===== src/rtl/mole_field_ctrl.sv =====
// Whack-a-mole play field: raises moles from the sequence generator's ctrl vector,
// times them, scores whacks and runs the round clock. WHACK_PENALTY_EN charges false whacks.
module mole_field_ctrl #(
  parameter int N_MOLES    = 8,
  parameter int UP_TICKS   = 3,
  parameter int GAME_TICKS = 60,
  parameter int CNT_W      = 8
) (
  input  logic               CLOCK_50,
  input  logic               reset,
  input  logic               tick,
  input  logic               start,
  input  logic [N_MOLES-1:0] ctrl,
  input  logic [N_MOLES-1:0] hit,
  output logic [N_MOLES-1:0] mole_up,
  output logic [CNT_W-1:0]   score,
  output logic [CNT_W-1:0]   miss,
  output logic [7:0]         time_left,
  output logic               playing,
  output logic               game_over,
  output logic               seq_shift
);

  localparam int PC_W  = $clog2(N_MOLES + 1);
  localparam int SUM_W = CNT_W + PC_W + 1;
  localparam logic [SUM_W-1:0] CNT_MAX = SUM_W'({CNT_W{1'b1}});

  typedef enum logic [1:0] {IDLE, PLAY, OVER} state_t;

  state_t                    state;
  logic [N_MOLES-1:0]        hit_q, hit_edge, scored, expired, up_nxt;
  logic [N_MOLES-1:0][3:0]   timer, timer_nxt;
  logic [PC_W-1:0]           n_scored, n_expired;
  logic [SUM_W-1:0]          score_sum, miss_sum;
  logic [CNT_W-1:0]          score_nxt, miss_nxt;
`ifdef WHACK_PENALTY_EN
  logic [N_MOLES-1:0]        false_whack;
  logic [PC_W-1:0]           n_false;
`endif

  function automatic logic [PC_W-1:0] popcount(input logic [N_MOLES-1:0] v);
    logic [PC_W-1:0] c;
    c = '0;
    for (int i = 0; i < N_MOLES; i++) c = c + PC_W'(v[i]);
    return c;
  endfunction

  // Per-mole priority: whack, then tick ageing/expiry, then raise on a down mole.
  always_comb begin
    hit_edge  = hit & ~hit_q;
    scored    = '0;
    expired   = '0;
    up_nxt    = mole_up;
    timer_nxt = timer;
    for (int i = 0; i < N_MOLES; i++) begin
      if (hit_edge[i] && mole_up[i]) begin
        scored[i]    = 1'b1;
        up_nxt[i]    = 1'b0;
        timer_nxt[i] = '0;
      end else if (tick && mole_up[i]) begin
        if (timer[i] == 4'd1) begin
          expired[i]   = 1'b1;
          up_nxt[i]    = 1'b0;
          timer_nxt[i] = '0;
        end else begin
          timer_nxt[i] = timer[i] - 4'd1;
        end
      end else if (tick && ctrl[i]) begin
        up_nxt[i]    = 1'b1;
        timer_nxt[i] = 4'(UP_TICKS);
      end
    end
  end

  always_comb begin
    n_scored  = popcount(scored);
    n_expired = popcount(expired);
    score_sum = SUM_W'(score) + SUM_W'(n_scored);
`ifdef WHACK_PENALTY_EN
    false_whack = hit_edge & ~mole_up;
    n_false     = popcount(false_whack);
    if (score_sum < SUM_W'(n_false)) score_sum = '0;
    else                             score_sum = score_sum - SUM_W'(n_false);
`endif
    miss_sum  = SUM_W'(miss) + SUM_W'(n_expired);
    score_nxt = (score_sum > CNT_MAX) ? {CNT_W{1'b1}} : score_sum[CNT_W-1:0];
    miss_nxt  = (miss_sum > CNT_MAX) ? {CNT_W{1'b1}} : miss_sum[CNT_W-1:0];
  end

  always_ff @(posedge CLOCK_50 or posedge reset) begin
    if (reset) begin
      state     <= IDLE;
      hit_q     <= '0;
      mole_up   <= '0;
      timer     <= '0;
      score     <= '0;
      miss      <= '0;
      time_left <= '0;
      playing   <= 1'b0;
      game_over <= 1'b0;
      seq_shift <= 1'b0;
    end else begin
      hit_q     <= hit;
      seq_shift <= 1'b0;
      case (state)
        IDLE, OVER: begin
          if (start) begin
            state     <= PLAY;
            playing   <= 1'b1;
            game_over <= 1'b0;
            time_left <= 8'(GAME_TICKS);
            score     <= '0;
            miss      <= '0;
            mole_up   <= '0;
            timer     <= '0;
          end
        end
        PLAY: begin
          score <= score_nxt;
          if (tick) seq_shift <= 1'b1;
          // Final tick: moles still up are dropped without counting as misses.
          if (tick && time_left == 8'd1) begin
            state     <= OVER;
            playing   <= 1'b0;
            game_over <= 1'b1;
            time_left <= '0;
            mole_up   <= '0;
            timer     <= '0;
          end else begin
            miss    <= miss_nxt;
            mole_up <= up_nxt;
            timer   <= timer_nxt;
            if (tick) time_left <= time_left - 8'd1;
          end
        end
        default: state <= IDLE;
      endcase
    end
  end

endmodule


===== config.mk =====
export PLATFORM = sky130hd
export DESIGN_NAME = mole_field_ctrl
export DESIGN_NICKNAME = d
export VERILOG_FILES = /design/src/rtl/mole_field_ctrl.sv
export SDC_FILE = /design/constraint.sdc
export NUM_CORES = 1
export LEC_CHECK = 0
export CORE_UTILIZATION = 50
export DETAILED_ROUTE_END_ITERATION = 8
export GPL_TIMING_DRIVEN = 0
export PLACE_DENSITY = 0.72
export SLEW_MARGIN = 25
export SYNTH_ARGS = -nofsm -noshare
export SYNTH_HDL_FRONTEND = slang
export SYNTH_SLANG_ARGS = --single-unit

===== constraint.sdc =====
create_clock -name CLOCK_50 -period 4.75 [get_ports CLOCK_50]
set_input_delay 0.95 -clock CLOCK_50 [delete_from_list [all_inputs] [get_ports CLOCK_50]]
set_output_delay 0.95 -clock CLOCK_50 [all_outputs]
set_load 0.05 [all_outputs]

After elaboration in Yosys (flattened, before gate mapping). Cells that the tools add are included.

Word-level logic and storage cells: 255. Input port bits: 20. Register bits: 77. Output and inout bits: 35.

Add/subtract/negate cells: 25. $lt $le $gt $ge: 2. Reductions and logical operators: 49. Multiplexer cells: 122. Bitwise gates (word level): 2. Equality and inequality tests: 31.

Operator list (number): 2-to-1 mux 4 bit (32); != test 5 bit (second input constant) (16); 2-to-1 mux 1 bit (70); 2-to-1 mux 32 bit (2); 2-to-1 mux 8 bit (8); case mux 32 bit (2 select lines) (1); case mux 8 bit (2 select lines) (4); AND reduction 3 bit (11); adder 4 x 1 -> 4 bit (8); == test 4 x 1 -> 1 bit (second input constant) (8); AND reduction 4 bit (8); subtractor 4 x 1 -> 4 bit (second input constant) (8); logical AND 1 bit (25); adder 8 x 4 -> 9 bit (2); greater-than comparator 9 x 8 -> 1 bit (second input constant) (2); adder 3 x 1 -> 4 bit (2); AND 8 bit (1); == test 8 x 1 -> 1 bit (second input constant) (1); NOT 8 bit (1); subtractor 8 x 1 -> 8 bit (second input constant) (1); adder 2 x 1 -> 3 bit (2); != test 2 bit (second input constant) (3); adder 1 x 1 -> 2 bit (2); 2-to-1 mux 2 bit (2); 9 further kinds (11).

Logic depth before layout (Yosys ltp). Gate-level depths: netlist of the first run.

Word-level depth: 16. Gate-level depth with buffers: 16. Gate-level depth less buffers: 16.

Worst setup path before layout of the first run. OpenSTA, ideal clock, no wires.

Path kind: input port to flip-flop. Start point: in tick. End point: reg miss[6]. Arrival time: 4.713 ns. Setup time: 0.162 ns. Path buffers: 3. Stages on the path: 16. Path slack: -0.125 ns. Cell sequence: buf_2 > buf_2 > buf_1 > and4_1 > fa_1 > inv_1 > fa_1 > inv_1 > fa_1 > fa_1 > fa_1 > a211oi_1 > or2_2 > nor2_1 > a21oi_1 > a311oi_1.

Longest elaborated chain between the ends: 15. Elaborated cells between the ends (all ways): 39.

RTL lines: start: declaration (RTL line 11) `input logic tick,`; logical AND 1 bit (RTL line 60) `end else if (tick && mole_up[i]) begin`; 2-to-1 mux 1 bit (RTL line 60); 2-to-1 mux 1 bit (RTL line 56) `if (hit_edge[i] && mole_up[i]) begin`; adder 1 x 1 -> 2 bit (RTL line 44) `for (int i = 0; i < N_MOLES; i++) c = c + PC_W'(v[i]);`; adder 2 x 1 -> 3 bit (RTL line 44); adder 3 x 1 -> 4 bit (RTL line 44); adder 4 x 1 -> 4 bit (4 in a row) (RTL line 44); adder 8 x 4 -> 9 bit (RTL line 85) `miss_sum = SUM_W'(miss) + SUM_W'(n_expired);`; greater-than comparator 9 x 8 -> 1 bit (RTL line 87) `miss_nxt = (miss_sum > CNT_MAX) ? {CNT_W{1'b1}} : miss_sum[CNT_W-1:0];`; 2-to-1 mux 8 bit (RTL line 87); 2-to-1 mux 8 bit (RTL line 122) `if (tick && time_left == 8'd1) begin`; case mux 8 bit (2 select lines) (RTL line 105) `case (state)`; end signal: assignment (RTL line 130) `miss <= miss_nxt;`; end: declaration (RTL line 17) `output logic [CNT_W-1:0] miss,`.

Several ways; a longest one is shown, not always the timed one. The select of a mux whose other input is x is not followed. A chain may end at the register's enable or synchronous reset.

Worst setup path in the final report of the first run.
Start point: in hit[0]. End point: reg miss[6].

Longest elaborated chain between the ends: 15.

RTL lines: start: declaration (RTL line 14) `input logic [N_MOLES-1:0] hit,`; AND 8 bit (*) (RTL line 50) `hit_edge = hit & ~hit_q;`; logical AND 1 bit (*) (RTL line 56); 2-to-1 mux 1 bit (*) (RTL line 56); adder 1 x 1 -> 2 bit (*) (RTL line 44); adder 2 x 1 -> 3 bit (*) (RTL line 44); adder 3 x 1 -> 4 bit (*) (RTL line 44); adder 4 x 1 -> 4 bit (*) (4 in a row) (RTL line 44); adder 8 x 4 -> 9 bit (*) (RTL line 85); greater-than comparator 9 x 8 -> 1 bit (RTL line 87); 2-to-1 mux 8 bit (*) (RTL line 87); 2-to-1 mux 8 bit (*) (RTL line 122); case mux 8 bit (2 select lines) (*) (RTL line 105).

Every way passes the cells marked *; elsewhere a longest branch is shown, timed or not. The select of a mux whose other input is x is not followed.

==> flow_metrics.tcl, run 1 <==
set metrics [dict create \
    grt_overflow 0 \
    antenna_found_initial 0 \
    stdcell_count 712 \
    rrSetupSlack_ns 0.21 \
    cp_max_fo 3 \
    die_h_um 99.8 \
    cap_violations 0 \
    hpwl_um 8660 \
    fin_crit_ns 4.63 \
    wl_per_cell_um 17.0 \
    synth_top_area_cell "dfrtp_1" \
    maxSlewHeadroom 0.563 \
    hold_path_class "reg -> reg" \
    power.density_mw_per_mm2 695 \
    synth_edf_count 0 \
    start_util 0.518 \
    vias 4143 \
    rr_endpoint "miss[6]" \
    std_cell_rows 35 \
    synth.distinct_cells 57 \
    dp_slack_ns -1.08 \
    ir_drop_uv 420 \
    final_hold_viol_count 0 \
    synthTopCellsByArea "dfrtp_1 (40%), ha_1 (7.8%), a21oi_1 (4.7%), nand2_1 (4.3%), fa_1 (4.2%)" \
    async_reset_ff_frac 1.00 \
    grt_max_degree 43 \
    grtUsageTotal 0.261 \
    status "completed" \
    cts_tree "built" \
    worst_path_max_delay_cell "fa_1" \
    antenna_cells 0 \
    clk_latency_ns 0.36 \
    cts_buffers 9 \
    cts-root-buf "clkbuf_8" \
    cpPeakStageDelay_ns 0.53 \
    timing.hold.ws_ns 0.485 \
    numPortBuffers 54 \
    cts_sinks 77 \
    yosysTopAreaCellShare 0.403 \
    setup_viol 0 \
    clock.fmax_mhz 216 \
    finalNetCount 638 \
    crit_required_ns 5.01 \
    htreeDepth 3 \
    synth_seq_cells 77 \
    start_kind "input port" \
    antenna_left 0 \
    critPathArrivalTime_ns 4.89 \
    postLayoutCellArea_mm2 0.00581 \
    core-area_mm2 0.00924 \
    grt_pass1_vias 4056 \
    reg2reg_depth 15 \
    first_pass_iters 5 \
    post-route-period-util 0.975 \
    area_growth_pct 21.5 \
    synthFlopType "dfrtp_1" \
    reg2reg_from "timer[9]" \
    synth_warnings 0 \
    synthTopCellsByCount "dfrtp_1 (77), nand2_1 (55), a21oi_1 (45)" \
    die-area_mm2 0.00996 \
    synth_cells 511 \
    cts.path.max_buffers 2 \
    drc 0 \
    fin_ws_ns 0.120 \
    gp_congestion 0.860 \
    vias_per_cell 5.82 \
    synth_nets 571 \
    synthesis.area_mm2 0.00478 \
    fin_skew_ns 0.00733 \
    setup_tns_ns 0 \
    maxSlewViolCount 0 \
    timing.critical_path.to "miss[6]" \
    critPathMostFrequentCell "fa_1" \
    wirelength_um 12100 \
    startpoint "hit[0]" \
    grt_pass1_wl_um 20000 \
    drive_above_1_share 0.105 \
    leakage_nw 2.69 \
    pin_count 55 \
    critPathKind "in -> reg" \
    synth_most_common_cell "dfrtp_1" \
    die_x_um 99.8 \
    syn_avg_cell_area_um2 9.36 \
    endpoint_kind "flop" \
    dpl_cell_area_mm2 0.00551 \
    fin_util 0.629 \
    drtIter0Drc 213 \
    post-place-cells 695 \
    yosysSeqAreaShare 0.403 \
    path_cells "clkdlybuf4s50_1, nor2b_4, nor3_2, fa_1, inv_1, fa_1, inv_1, fa_1, fa_2, fa_2, a211oi_2, or2_4, nor2_1, a311oi_1" \
    tightest_slew_ns 0.656 \
    p_total_mw 4.04 \
    clk_pin_slew_ns 0.08 \
]
-- cell usage in the layout, fill, tap and decap left out, drive strengths merged, types with 17 or more instances in the layout --
cell	count
inv	34
nor2	33
o21ai	36
dfrtp	77
a21oi	46
nand3	17
clkdlybuf4s50	52
nand2	57
ha	30
-- cells by family after synthesis --
family,count (synthesis),synth area share
AO/OA/AOI/OAI,147,0.195
XOR/XNOR,9,0.0165
adder cells (fa/ha/maj),40,0.120
buffers and inverters,47,0.0421
flip-flops,77,0.403
multiplexers,9,0.0230
AND/OR/NAND/NOR,182,0.200
-- where the power goes --
part           internal, mW  leakage [nW]  total [mW]  switching, mW
combinational         0.882          1.62        2.21           1.33
sequential            0.904         0.944        1.21          0.305
clock                 0.363         0.121       0.616          0.253
-- worst min path at each step --
stage	from	to	slack (ns)	depth (start not counted)
2_1_floorplan	timer[17]	timer[17]	0.47	2
3_3_place_gp	playing	playing	0.47	2
5_1_grt	playing	playing	0.53	2
6_report	playing	playing	0.49	2
3_5_place_dp	playing	playing	0.47	2
4_1_cts	playing	playing	0.49	2
-- worst max-delay path: cells and delay by family --
kind	cells	cell delay (ns)
buffers and inverters	3	0.61
AND/OR/NAND/NOR	4	0.46
AO/OA/AOI/OAI	2	0.54
adder cells (fa/ha/maj)	5	2.32
-- area by class of cell --
cell class | count | area [µm²]
fill | 786 | 3430
multi-input combinational | 387 | 2700
sequential | 77 | 1930
timing repair buffer | 57 | 573
tap | 129 | 161
clock buffer | 12 | 145
inverter | 34 | 130
clock inverter | 4 | 95.1
buffer | 12 | 80.1
-- what timing repair did --
action                                  4_1_cts  5_1_grt
setup buffers                                 1        1
endpoints found under the setup margin       11       15
pin swaps                                     6        7
resized for setup                            14        9
hold buffers                                  0        0
-- state kept, by name, summed over array words and instances (netlist names), 2 cells and up --
register,flops
state,2
miss,8
hit_q,8
mole_up,8
time_left,8
score,8
timer,32
-- per-layer routing --
metal / routed length, µm / part of all wire / GRT usage
met1: 5220 / 0.43 / 0.344
met2: 5830 / 0.48 / 0.419
met3: 755 / 0.062 / 0.0522
met4: 285 / 0.024 / 0.117
met5: 0 / 0 / 0
No activity file was read; power rests on OpenSTA's default activity.
==> inputs of run 2 (changes only) <==
--- a/config.mk
+++ b/config.mk
@@ -7,8 +7,8 @@
 export LEC_CHECK = 0
 export CORE_UTILIZATION = 50
 export DETAILED_ROUTE_END_ITERATION = 8
+export DONT_BUFFER_PORTS = 1
 export GPL_TIMING_DRIVEN = 0
-export PLACE_DENSITY = 0.72
 export SLEW_MARGIN = 25
 export SYNTH_ARGS = -nofsm -noshare
 export SYNTH_HDL_FRONTEND = slang
==> flow_metrics.tcl, run 2 (synthesized netlist as in run 1, its figures left out) <==
set metrics [dict create \
    core-area_mm2 0.00924 \
    power.density_mw_per_mm2 688 \
    hold_path_class "in -> async" \
    cts_buffers 9 \
    grt_pass1_wl_um 19500 \
    vias 3768 \
    clock.fmax_mhz 220 \
    fin_crit_ns 4.54 \
    rr_endpoint "miss[6]" \
    crit_required_ns 4.95 \
    critPathKind "in -> reg" \
    clk_pin_slew_ns 0.08 \
    maxSlewHeadroom 0.539 \
    antenna_left 0 \
    cts_sinks 77 \
    fin_skew_ns 0.0104 \
    timing.critical_path.to "miss[6]" \
    cap_violations 0 \
    gp_congestion 0.859 \
    setup_viol 0 \
    grt_max_degree 40 \
    timing.hold.ws_ns 0.497 \
    cts_setup_buffers 0 \
    start_util 0.518 \
    finalNetCount 582 \
    grt_overflow 0 \
    reg2reg_from "mole_up[0]" \
    wl_per_cell_um 17.7 \
    clk_latency_ns 0.36 \
    layout_common_cells "dfrtp_1 (77), nand2_1 (55), a21oi_1 (45)" \
    start_kind "input port" \
    post-route-period-util 0.955 \
    p_total_mw 3.54 \
    grt_use_met2 0.406 \
    ir_drop_uv 426 \
    grtUsageTotal 0.255 \
    final_common_cell "dfrtp_1" \
    cp_max_fo 19 \
    cts-root-buf "clkbuf_8" \
    grt_use_met1 0.342 \
    grt_pass1_vias 3745 \
    wirelength_um 11600 \
    cts_tree "built" \
    startpoint "tick" \
    die-area_mm2 0.00996 \
    std_cell_rows 35 \
    final_hold_viol_count 0 \
    grt.met3_usage 0.0689 \
    critPathArrivalTime_ns 4.74 \
    area_growth_pct 7.64 \
    endpoint_kind "flop" \
    die_h_um 99.8 \
    largest_register_ffs 32 \
    cts.path.max_buffers 2 \
    drive_above_1_share 0.0951 \
    maxSlewViolCount 0 \
    tightest_slew_ns 0.692 \
    stdcell_count 655 \
    pin_count 55 \
    reg2reg_depth 14 \
    antenna_cells 0 \
    grt.busiest_layer "met2" \
    htreeDepth 3 \
    antenna_found_initial 0 \
    largest_register "timer" \
    drc 0 \
    post-place-cells 641 \
    first_pass_iters 4 \
    die_x_um 99.8 \
    drtIter0Drc 122 \
    leakage_nw 2.42 \
    rrSetupSlack_ns 0.36 \
    vias_per_cell 5.75 \
    status "completed" \
    hpwl_um 8530 \
    cts_hold_buf 0 \
    numPortBuffers 0 \
]
==> run 2: cell types whose count changed in the layout (fill, tap and decap cells not counted), sizes merged <==
cell,delta
clkdlybuf4s50,-52
bufinv,-3
clkinv,+1
clkbuf,+3
dlymetal6s2s,-1
buf,-5
==> run 2: area by class of cell <==
class	instances	area [µm²]
plain buffers	12	76.3
inverters	34	130
clock buffers	13	149
flip-flops and latches	77	1930
fillers	848	4090
repair buffers	1	20.0
multi-input cells	387	2670
well taps	129	161
clock inverters	2	10.0
==> run 2: what timing repair did <==
action,4_1_cts,5_1_grt
pin swaps,0,1
gates resized for setup,2,6
setup endpoints to repair,7,8
==> run 2: report_power, final <==
part	leakage (nW)	internal (mW)	switching, mW
combinational	1.39	0.654	0.810
sequential	0.944	0.893	0.748
clock	0.0833	0.200	0.239
==> run 2: per-stage QoR <==
step / utilization / setup TNS, ns / cell area, µm² / setup slack (ns)
CTS: 0.556 / 0 / 5140 / 0.00190
global placement: 0.536 / -3.43 / 4950 / -0.492
finish: 0.557 / 0 / 5150 / 0.213
floorplan: - / 0 / 4790 / 0.0262
detailed placement: 0.538 / -3.55 / 4970 / -0.514
global route: 0.557 / -0.00906 / 5150 / -0.00906
==> run 2: critical path, cell delays in order <==
cell,delay (ns)
clkbuf_4,0.22
buf_4,0.24
and4_1,0.19
fa_1,0.48
inv_1,0.06
fa_1,0.53
inv_1,0.06
fa_1,0.51
fa_2,0.43
fa_2,0.39
a211oi_2,0.24
or2_2,0.16
nor2_1,0.05
a21oi_1,0.15
a311oi_1,0.07
==> run 2: metal layers <==
metal	routed length [µm]	part of all wire
met5	0	0
met4	169	0.015
met3	654	0.056
met2	5320	0.46
met1	5430	0.47
==> run 2: worst min-delay path by stage <==
stage	startpoint	end	cells past startpoint
global route	reset	playing	1
detailed placement	timer[13]	timer[13]	1
global placement	timer[25]	timer[25]	1
CTS	reset	time_left[5]	1
finish	reset	playing	1
floorplan	timer[17]	timer[17]	2
